**src/rtl/debounced_input_bank.sv**
```systemverilog
// -----------------------------------------------------------------------------
// debounced_input_bank
//
// A bank of CHANNELS independent input conditioners behind a small
// memory-mapped register file. Each channel synchronises its raw input,
// debounces it, and reports debounced press/release edges. Edges that match
// the channel's EDGE_SEL bit latch into a sticky EVENTS flag. irq is the OR
// of the EVENTS flags that are enabled in IRQ_EN.
//
// Ports
//   clk       system clock, all state on the rising edge
//   rst_n     asynchronous active-low reset
//   din       raw asynchronous inputs, one bit per channel
//   io_addr   register byte offset (0x0 STATE, 0x4 EVENTS, 0x8 EDGE_SEL, 0xC IRQ_EN)
//   io_we     write strobe
//   io_re     read strobe
//   io_wdata  write data
//   io_rdata  registered read data; holds its value while io_re is low
//   level     debounced levels
//   irq       |(EVENTS & IRQ_EN)
// -----------------------------------------------------------------------------

// -----------------------------------------------------------------------------
// dib_channel: one input channel.
//
// Ports
//   clk, rst_n  clock and asynchronous active-low reset
//   din_i       raw asynchronous input
//   level_o     debounced level
//   rise_o      high in the cycle before the edge on which level_o goes 0->1
//   fall_o      high in the cycle before the edge on which level_o goes 1->0
// -----------------------------------------------------------------------------
module dib_channel #(
    parameter int DEBOUNCE_CYCLES = 100000,
    parameter int SYNC_STAGES     = 2
) (
    input  logic clk,
    input  logic rst_n,
    input  logic din_i,
    output logic level_o,
    output logic rise_o,
    output logic fall_o
);

    logic [SYNC_STAGES-1:0] sync_q;
    logic                   sync;

    always_ff @(posedge clk or negedge rst_n) begin
        if (!rst_n) begin
            sync_q <= '0;
        end else begin
            sync_q <= {sync_q[SYNC_STAGES-2:0], din_i};
        end
    end

    assign sync = sync_q[SYNC_STAGES-1];

    if (DEBOUNCE_CYCLES == 0) begin : g_bypass
        // The last synchroniser flop is the level register. It changes on the
        // next edge whenever the stage feeding it differs, so the edge pulses
        // are taken from that comparison to line up with the level change.
        assign level_o = sync;
        assign rise_o  = sync_q[SYNC_STAGES-2] & ~sync;
        assign fall_o  = ~sync_q[SYNC_STAGES-2] & sync;
    end else begin : g_debounce
        localparam int            CW   = $clog2(DEBOUNCE_CYCLES + 1);
        localparam logic [CW-1:0] LAST = CW'(DEBOUNCE_CYCLES - 1);

        logic [CW-1:0] cnt_q, cnt_d;
        logic          level_q, level_d;
        logic          toggle;

        // The counter only runs while sync disagrees with level, so any
        // bounce back to the current level restarts the count from zero.
        always_comb begin
            cnt_d   = '0;
            level_d = level_q;
            toggle  = 1'b0;
            if (sync != level_q) begin
                if (cnt_q == LAST) begin
                    level_d = ~level_q;
                    toggle  = 1'b1;
                end else begin
                    cnt_d = cnt_q + CW'(1);
                end
            end
        end

        always_ff @(posedge clk or negedge rst_n) begin
            if (!rst_n) begin
                cnt_q   <= '0;
                level_q <= 1'b0;
            end else begin
                cnt_q   <= cnt_d;
                level_q <= level_d;
            end
        end

        assign level_o = level_q;
        assign rise_o  = toggle & ~level_q;
        assign fall_o  = toggle & level_q;
    end

endmodule

module debounced_input_bank #(
    parameter int CHANNELS        = 5,
    parameter int DEBOUNCE_CYCLES = 100000,
    parameter int SYNC_STAGES     = 2
) (
    input  logic                clk,
    input  logic                rst_n,
    input  logic [CHANNELS-1:0] din,
    input  logic [3:0]          io_addr,
    input  logic                io_we,
    input  logic                io_re,
    input  logic [31:0]         io_wdata,
    output logic [31:0]         io_rdata,
    output logic [CHANNELS-1:0] level,
    output logic                irq
);

    localparam logic [1:0] REG_STATE  = 2'd0;
    localparam logic [1:0] REG_EVENTS = 2'd1;
    localparam logic [1:0] REG_EDGE   = 2'd2;
    localparam logic [1:0] REG_IRQEN  = 2'd3;

    logic [CHANNELS-1:0] rise, fall;
    logic [CHANNELS-1:0] ev_set, ev_clr;
    logic [CHANNELS-1:0] events_q, events_d;
    logic [CHANNELS-1:0] edge_sel_q, edge_sel_d;
    logic [CHANNELS-1:0] irq_en_q, irq_en_d;
    logic [31:0]         rdata_q, rdata_d;
    logic                aligned;
    logic [CHANNELS-1:0] wbits;
    logic                unused_wdata;

    for (genvar i = 0; i < CHANNELS; i++) begin : g_ch
        dib_channel #(
            .DEBOUNCE_CYCLES (DEBOUNCE_CYCLES),
            .SYNC_STAGES     (SYNC_STAGES)
        ) u_ch (
            .clk     (clk),
            .rst_n   (rst_n),
            .din_i   (din[i]),
            .level_o (level[i]),
            .rise_o  (rise[i]),
            .fall_o  (fall[i])
        );
    end

    // Offsets with non-zero low bits are holes in the map.
    assign aligned      = (io_addr[1:0] == 2'b00);
    assign wbits        = io_wdata[CHANNELS-1:0];
    assign unused_wdata = ^io_wdata;

    always_comb begin
        // EDGE_SEL bit 0 selects rising (press), 1 selects falling (release).
        ev_set     = (rise & ~edge_sel_q) | (fall & edge_sel_q);
        ev_clr     = '0;
        edge_sel_d = edge_sel_q;
        irq_en_d   = irq_en_q;
        if (io_we && aligned) begin
            case (io_addr[3:2])
                REG_EVENTS: ev_clr     = wbits;
                REG_EDGE:   edge_sel_d = wbits;
                REG_IRQEN:  irq_en_d   = wbits;
                default:    ;
            endcase
        end
        // A new event wins over a coincident W1C on the same bit.
        events_d = (events_q & ~ev_clr) | ev_set;
    end

    // Read data is taken from the current flops, so a same-cycle write is
    // not yet visible to the read.
    always_comb begin
        rdata_d = rdata_q;
        if (io_re) begin
            rdata_d = '0;
            if (aligned) begin
                case (io_addr[3:2])
                    REG_STATE:  rdata_d = 32'(level);
                    REG_EVENTS: rdata_d = 32'(events_q);
                    REG_EDGE:   rdata_d = 32'(edge_sel_q);
                    REG_IRQEN:  rdata_d = 32'(irq_en_q);
                    default:    rdata_d = '0;
                endcase
            end
        end
    end

    always_ff @(posedge clk or negedge rst_n) begin
        if (!rst_n) begin
            events_q   <= '0;
            edge_sel_q <= '0;
            irq_en_q   <= '0;
            rdata_q    <= '0;
        end else begin
            events_q   <= events_d;
            edge_sel_q <= edge_sel_d;
            irq_en_q   <= irq_en_d;
            rdata_q    <= rdata_d;
        end
    end

    assign io_rdata = rdata_q;
    assign irq      = |(events_q & irq_en_q);

endmodule

```
**config.mk**
```make
export PLATFORM = sky130hd
export DESIGN_NAME = debounced_input_bank
export DESIGN_NICKNAME = d
export VERILOG_FILES = /design/src/rtl/debounced_input_bank.sv
export SDC_FILE = /design/constraint.sdc
export NUM_CORES = 1
export LEC_CHECK = 0
export CAP_MARGIN = 20
export CORE_MARGIN = 2
export CORE_UTILIZATION = 55
export DETAILED_ROUTE_END_ITERATION = 7
export GPL_TIMING_DRIVEN = 0
export PLACE_DENSITY = 0.79
export RECOVER_POWER = 25
export SLEW_MARGIN = 10
export SYNTH_ARGS = -nofsm -noshare
export SYNTH_HDL_FRONTEND = slang
export SYNTH_SLANG_ARGS = --single-unit
export TNS_END_PERCENT = 30
```
**constraint.sdc**
```tcl
create_clock -name clk -period 2.5 [get_ports clk]
set_input_delay 0.625 -clock clk [delete_from_list [all_inputs] [get_ports clk]]
set_output_delay 0.625 -clock clk [all_outputs]
set_load 0.01 [all_outputs]
```
==> Word level (Yosys, flattened, before mapping) <==
Index checks and enable logic that the tools add are counted.
W data, S select, Z words.
{ "totals": {"register_bits": 147, "in_bits": 45, "out_inout_bits": 38} }
{ "op_classes": {"addsub": 5, "eq_ne": 13, "muxes": 24, "n_bitwise": 23, "n_reduce_logical": 11} }
{ "op_table": {"columns": ["op", "n"], "rows": [
  ["$mux W17", 10],
  ["$pmux W32 S4", 1],
  ["$add A17 B1 Y17 const B", 5],
  ["$eq A17 B17 Y1 const B", 5],
  ["$mux W32", 1],
  ["$and A5 B5 Y5", 4],
  ["$reduce_and A2 Y1", 7],
  ["$and A1 B1 Y1", 10],
  ["$mux W1", 10],
  ["$mux W5", 2],
  ["$not A5 Y5", 2],
  ["$or A5 B5 Y5", 2],
  ["$ne A1 B1 Y1", 5],
  ["$not A1 Y1", 5],
  ["$reduce_or A5 Y1", 1],
  ["$eq A2 B2 Y1 const B", 2],
  ["$logic_not A2 Y1", 2],
  ["$eq A2 B1 Y1 const B", 1],
  ["$logic_and A1 B1 Y1", 1]
]} }

==> Longest topological paths before layout <==
{ "logic_depth": {"depth_word": 7, "depth_mapped": 7} }

==> Cells and area by module <==
A second synthesis with hierarchy kept.
{ "hier_totals": {"cells_unflattened": 584, "area_unflattened_um2": 6102.1} }
{ "modules_own_cells": {"columns": ["module", "instances", "cells_each", "area_per_inst_um2", "seq_area_each_um2"], "rows": [
  ["dib_channel", 5, 95, 972.2, 500.5],
  ["debounced_input_bank", 1, 109, 1241.2, 500.5]
]} }

==> Least setup slack after synthesis <==
Ideal clock, no wire load.
{ "synth_path": {"path_kind": "flip-flop to flip-flop", "from": "register g_ch[4].u_ch.g_debounce.cnt_q[6]", "to": "register g_ch[4].u_ch.g_debounce.level_q", "setup_ns": 0.125, "t_arrival_ns": 1.769, "required_time_ns": 2.375, "path_slack_ns": 0.606, "path_stages_with_launch": 4, "period_less_slack_ns": 1.894, "path_cell_list": "dfrtp_1 or4b_1 or4_4 mux2_4"} }
{ "synth_between": {"elab_chain_len": 2} }
{ "synth_rtl": {"columns": ["item", "line_no", "source"], "rows": [
  ["start: declaration", "69", "logic [CW-1:0] cnt_q, cnt_d;"],
  ["start signal: assignment", "94", "cnt_q <= cnt_d;"],
  ["$eq A17 B17 Y1", "80", "if (cnt_q == LAST) begin"],
  ["$reduce_and A2 Y1 (no source line)", null, null],
  ["end signal: assignment", "95", "level_q <= level_d;"],
  ["end: declaration", "70", "logic level_q, level_d;"]
]} }
Every way passes these cells.
A chain may end at the register's enable or synchronous reset.

==> Worst setup path in the final report <==
{ "layout_path": {"from": "register irq_en_q[3]", "to": "output port irq"} }
{ "layout_between": {"elab_chain_len": 2} }
{ "layout_rtl": {"columns": ["item", "line_no", "source"], "rows": [
  ["start: declaration", "132", "logic [CHANNELS-1:0] irq_en_q, irq_en_d;"],
  ["start signal: assignment", "202", "irq_en_q <= irq_en_d;"],
  ["$and A5 B5 Y5", "208", "assign irq = |(events_q & irq_en_q);"],
  ["$reduce_or A5 Y1", "208", null],
  ["end: declaration", "120", "output logic irq"]
]} }
Every way passes these cells.

==> results.md <==
Cells and area
• **total area of multi-input combinational cells** 2590 um^2
• **share of cells above drive strength 1** 13.3%
• **Net count, final** 693
• **filler cell count in the final layout** 759
• **Final Non-Filler Cells** 792
• **core utilization of the finished layout** 67.5%
• **area added between synthesis and finish** 19.2%
• **final design area excluding fillers** 6970 um^2
• **ant diodes** 0
• **flip-flop and latch area** 3000 um^2

Global route
• **GRT Overall Usage** 21.7%
• **global-route wire length before repair** 19.3 mm
• **final global-route overflow total** 0
• **via count of the first global-routing pass** 4123
• **initial antenna violation count** 0
• **maximum number of pins on one net before global-route repair** 64

Yosys
• **fraction of the yosys area taken by sequential cells** 51.3%
• **area share of the largest cell type after synthesis** 51.3%
• **number of storage elements in the synthesis netlist** 120
• **library cell with the largest summed area after synthesis** sky130_fd_sc_hd__dfrtp_1
• **synthesized cell area** 5850 um^2
• **largest cells by area after synthesis** sky130_fd_sc_hd__dfrtp_1, sky130_fd_sc_hd__xnor2_1, sky130_fd_sc_hd__nor2_1, sky130_fd_sc_hd__xor2_1, sky130_fd_sc_hd__buf_4
• **mean instance size in the synthesized netlist** 10.2 um^2
• **post-synthesis instance total** 572
• **count of yosys warnings during synthesis** 0
• **Distinct cells, synth** 37

STA
• **setup TNS** 0 ns
• **ratio of final minimum period to clock period** 94.9%
• **post-route clock skew** 0.00730 ns
• **Worst Tran Pin Value** 1.60 ns
• **Setup Viol. Count Final** 0
• **final number of max-transition violations** 63
• **unrepaired setup endpoints after global routing** false
• **max_slew headroom** -6.39%
• **clock period minus worst slack** 2.37 ns
• **final hold slack** 0.347 ns
• **maximum clock frequency** 0.422 GHz
• **total count of hold-check failures in the final report** 0

Power
• **maximum ir drop on the vdd rail** 0.000574 V
• **total power per unit cell area** 686 nW/um^2
• **LEAKAGE** 2.99 nW

Run status
• **result of the run** finished with violations
• **failing checks** capacitance limit, slew limit

Die
• **overall die height** 107 um
• **die footprint** 11500 um^2
• **Std-Cell Rows** 37
• **Initial Utilization** 56.6%
• **Die Span X** 107 um
• **# IOs** 83
• **core region area** 10300 um^2

CTS
• **TritonCTS clock tree** done
• **number of post-CTS setup repair buffers** 0
• **Hold Buf Count CTS** 0
• **clock slew seen by the registers of the worst setup and hold paths** 0.06 ns
• **clock latency at the later pin of the worst-skew pair** 0.52 ns
• **Sink Count** 120
• **Clock Path Buffers** 2
• **number of H-tree levels** 4
• **cts bufs inserted** 17
• **cell at the root of the clock tree** sky130_fd_sc_hd__clkbuf_8

Worst setup path
• **reg-to-reg slack, setup** 0.20 ns
• **CP Capture Point** irq
• **critical path launch point** irq_en_q[3]$_DFFE_PN0P_
• **Worst Reg-to-Reg Cells** 7
• **maximum fanout along the worst path** 3
• **Critical Path Start Type** flip-flop
• **Reg2Reg Capture Point** g_ch[0].u_ch.g_debounce.cnt_q[8]$_DFF_PN0_
• **CP endpoint kind** primary output
• **required time reported for the critical path endpoint** 1.88 ns
• **crit path kind** reg2out
• **launch point of the worst reg-to-reg path** g_ch[0].u_ch.g_debounce.cnt_q[0]$_DFF_PN0_
• **Arr. time, crit path** 1.75 ns

Worst hold path
• **type of the worst min-delay path** reg2reg

Run
• **reported max-cap violation count** 1

Placement
• **routability-driven placement congestion ratio** 0.844
• **post-placement cell count** 761
• **placed standard-cell area** 6400 um^2
• **post-detail-place hpwl** 7.80 mm
• **IO buf count** 26

Detailed routing
• **Via density** 5.34
• **total wirelength of the detailed-routed design** 11.5 mm
• **overall via count from detail_route** 4228
• **Detailed Route Iter0 Violations** 241
• **routed wirelength normalized by instance count** 14.5 um
• **DRC viols** 0
• **Pre-Repair DR Iteration Count** 4
• **antenna-violating nets left** 0

-- kinds of logic after synthesis --
family | after synthesis | share of synthesized area (%)
AND/OR/NAND/NOR | 261 | 23.0
flip-flops | 120 | 51.3
XOR/XNOR | 77 | 11.5
buffers and inverters | 60 | 6.10
AO/OA/AOI/OAI | 33 | 3.00
multiplexers | 15 | 3.92
adder cells (fa/ha/maj) | 5 | 1.07
other | 1 | 0.0641
-- repair_timing --
action,CTS,global route
hold endpoints to repair,0,0
pin swaps,1,0
resized for setup,1,0
setup endpoints to repair,1,4
-- cells in the mapped netlist --
library cell	instances
sky130_fd_sc_hd__dfrtp_1	120
sky130_fd_sc_hd__or4_1	1
sky130_fd_sc_hd__nand2_4	1
sky130_fd_sc_hd__and3_2	1
sky130_fd_sc_hd__or4b_1	1
sky130_fd_sc_hd__nand2_1	38
sky130_fd_sc_hd__buf_2	1
sky130_fd_sc_hd__buf_4	32
sky130_fd_sc_hd__and2_1	2
sky130_fd_sc_hd__xor2_1	33
sky130_fd_sc_hd__nor4bb_1	8
sky130_fd_sc_hd__ha_1	5
sky130_fd_sc_hd__a21oi_1	8
sky130_fd_sc_hd__nor4_1	20
sky130_fd_sc_hd__or4_4	1
sky130_fd_sc_hd__nand4b_1	2
sky130_fd_sc_hd__o21ai_0	22
sky130_fd_sc_hd__a222oi_1	1
sky130_fd_sc_hd__mux2_4	1
sky130_fd_sc_hd__clkbuf_8	1
sky130_fd_sc_hd__inv_1	17
sky130_fd_sc_hd__and4_1	8
sky130_fd_sc_hd__or4b_4	1
sky130_fd_sc_hd__and3_1	7
sky130_fd_sc_hd__clkbuf_1	9
sky130_fd_sc_hd__nand3_1	25
sky130_fd_sc_hd__xnor2_1	44
sky130_fd_sc_hd__conb_1	1
sky130_fd_sc_hd__a22oi_1	1
sky130_fd_sc_hd__mux2_2	9
sky130_fd_sc_hd__mux4_2	5
sky130_fd_sc_hd__or3_1	2
sky130_fd_sc_hd__nor3_1	13
sky130_fd_sc_hd__nor4b_1	4
sky130_fd_sc_hd__o31ai_1	1
sky130_fd_sc_hd__nor2_1	94
sky130_fd_sc_hd__nand4_1	32
-- area by class of cell --
type	count	area share, %
Sequential cell	120	43.1
Buffer	42	4.15
Timing Repair Buffer	27	4.04
Tap cell	136	2.44
Inverter	17	0.915
Clock inverter	14	2.14
Multi-Input combinational cell	418	37.1
Clock buffer	18	6.14
-- layout by cell type, fill, tap and decap left out, types with 9 or more instances in the layout --
| master | n |
|---|---|
| sky130_fd_sc_hd__clkbuf_16 | 16 |
| sky130_fd_sc_hd__xnor2_1 | 44 |
| sky130_fd_sc_hd__o21ai_0 | 22 |
| sky130_fd_sc_hd__nor4_1 | 20 |
| sky130_fd_sc_hd__xor2_1 | 33 |
| sky130_fd_sc_hd__clkdlybuf4s50_1 | 24 |
| sky130_fd_sc_hd__nor2_1 | 94 |
| sky130_fd_sc_hd__inv_1 | 17 |
| sky130_fd_sc_hd__dfrtp_1 | 120 |
| sky130_fd_sc_hd__conb_1 | 27 |
| sky130_fd_sc_hd__nand4_1 | 32 |
| sky130_fd_sc_hd__mux2_2 | 9 |
| sky130_fd_sc_hd__buf_4 | 32 |
| sky130_fd_sc_hd__nor3_1 | 13 |
| sky130_fd_sc_hd__nand2_1 | 38 |
| sky130_fd_sc_hd__nand3_1 | 25 |
-- registers in the layout (all words and copies together), names as in the netlist --
| name | flops |
|---|---|
| irq_en_q | 5 |
| g_ch.u_ch.g_debounce.cnt_q | 85 |
| io_rdata | 5 |
| events_q | 5 |
| edge_sel_q | 5 |
| g_ch.u_ch.sync_q | 10 |
| g_ch.u_ch.level_o | 5 |
-- per-layer routing --
metal	GRT usage, %	up-vias	wire length [um]
met5	0	-	0
met4	6.49	0	109
met3	7.17	11	565
met2	35.0	96	5690
met1	27.8	2041	5110
li1	-	2080	-
-- worst min path at each step --
stage | from | to | slack (ns) | depth (start not counted)
3_5_place_dp | g_ch[0].u_ch.sync_q[0]$_DFF_PN0_ | g_ch[0].u_ch.sync_q[1]$_DFF_PN0_ | 0.34 | 0
4_1_cts | rst_n | g_ch[0].u_ch.g_debounce.cnt_q[16]$_DFF_PN0_ | 0.10 | 1
5_1_grt | g_ch[3].u_ch.sync_q[0]$_DFF_PN0_ | g_ch[3].u_ch.sync_q[1]$_DFF_PN0_ | 0.36 | 0
3_3_place_gp | g_ch[2].u_ch.sync_q[0]$_DFF_PN0_ | g_ch[2].u_ch.sync_q[1]$_DFF_PN0_ | 0.33 | 0
2_1_floorplan | rst_n | edge_sel_q[0]$_DFFE_PN0P_ | 0.33 | 0
6_report | g_ch[0].u_ch.sync_q[0]$_DFF_PN0_ | g_ch[0].u_ch.sync_q[1]$_DFF_PN0_ | 0.35 | 0
-- through the flow --
stage / setup slack, ns / power (mW)
3_3_place_gp: -3.69 / 2.46
2_1_floorplan: 0.606 / 2.33
5_1_grt: 0.00715 / 4.97
4_1_cts: 0.119 / 4.83
6_report: 0.128 / 4.78
3_5_place_dp: 0.108 / 2.49
-- report_power, final --
part	internal, mW	switching [mW]	total [mW]
Sequential	2.03	0.0784	2.11
Combinational	0.160	0.184	0.344
Clock	1.45	0.884	2.33
-- worst max-delay path: stages (launching register included) --
cell and delay [ns]:
sky130_fd_sc_hd__dfrtp_1 0.40, sky130_fd_sc_hd__a222oi_1 0.39, sky130_fd_sc_hd__nand2_1 0.13, sky130_fd_sc_hd__dlygate4sd2_1 0.31
Note: power is estimated with default switching activity, not from simulation.
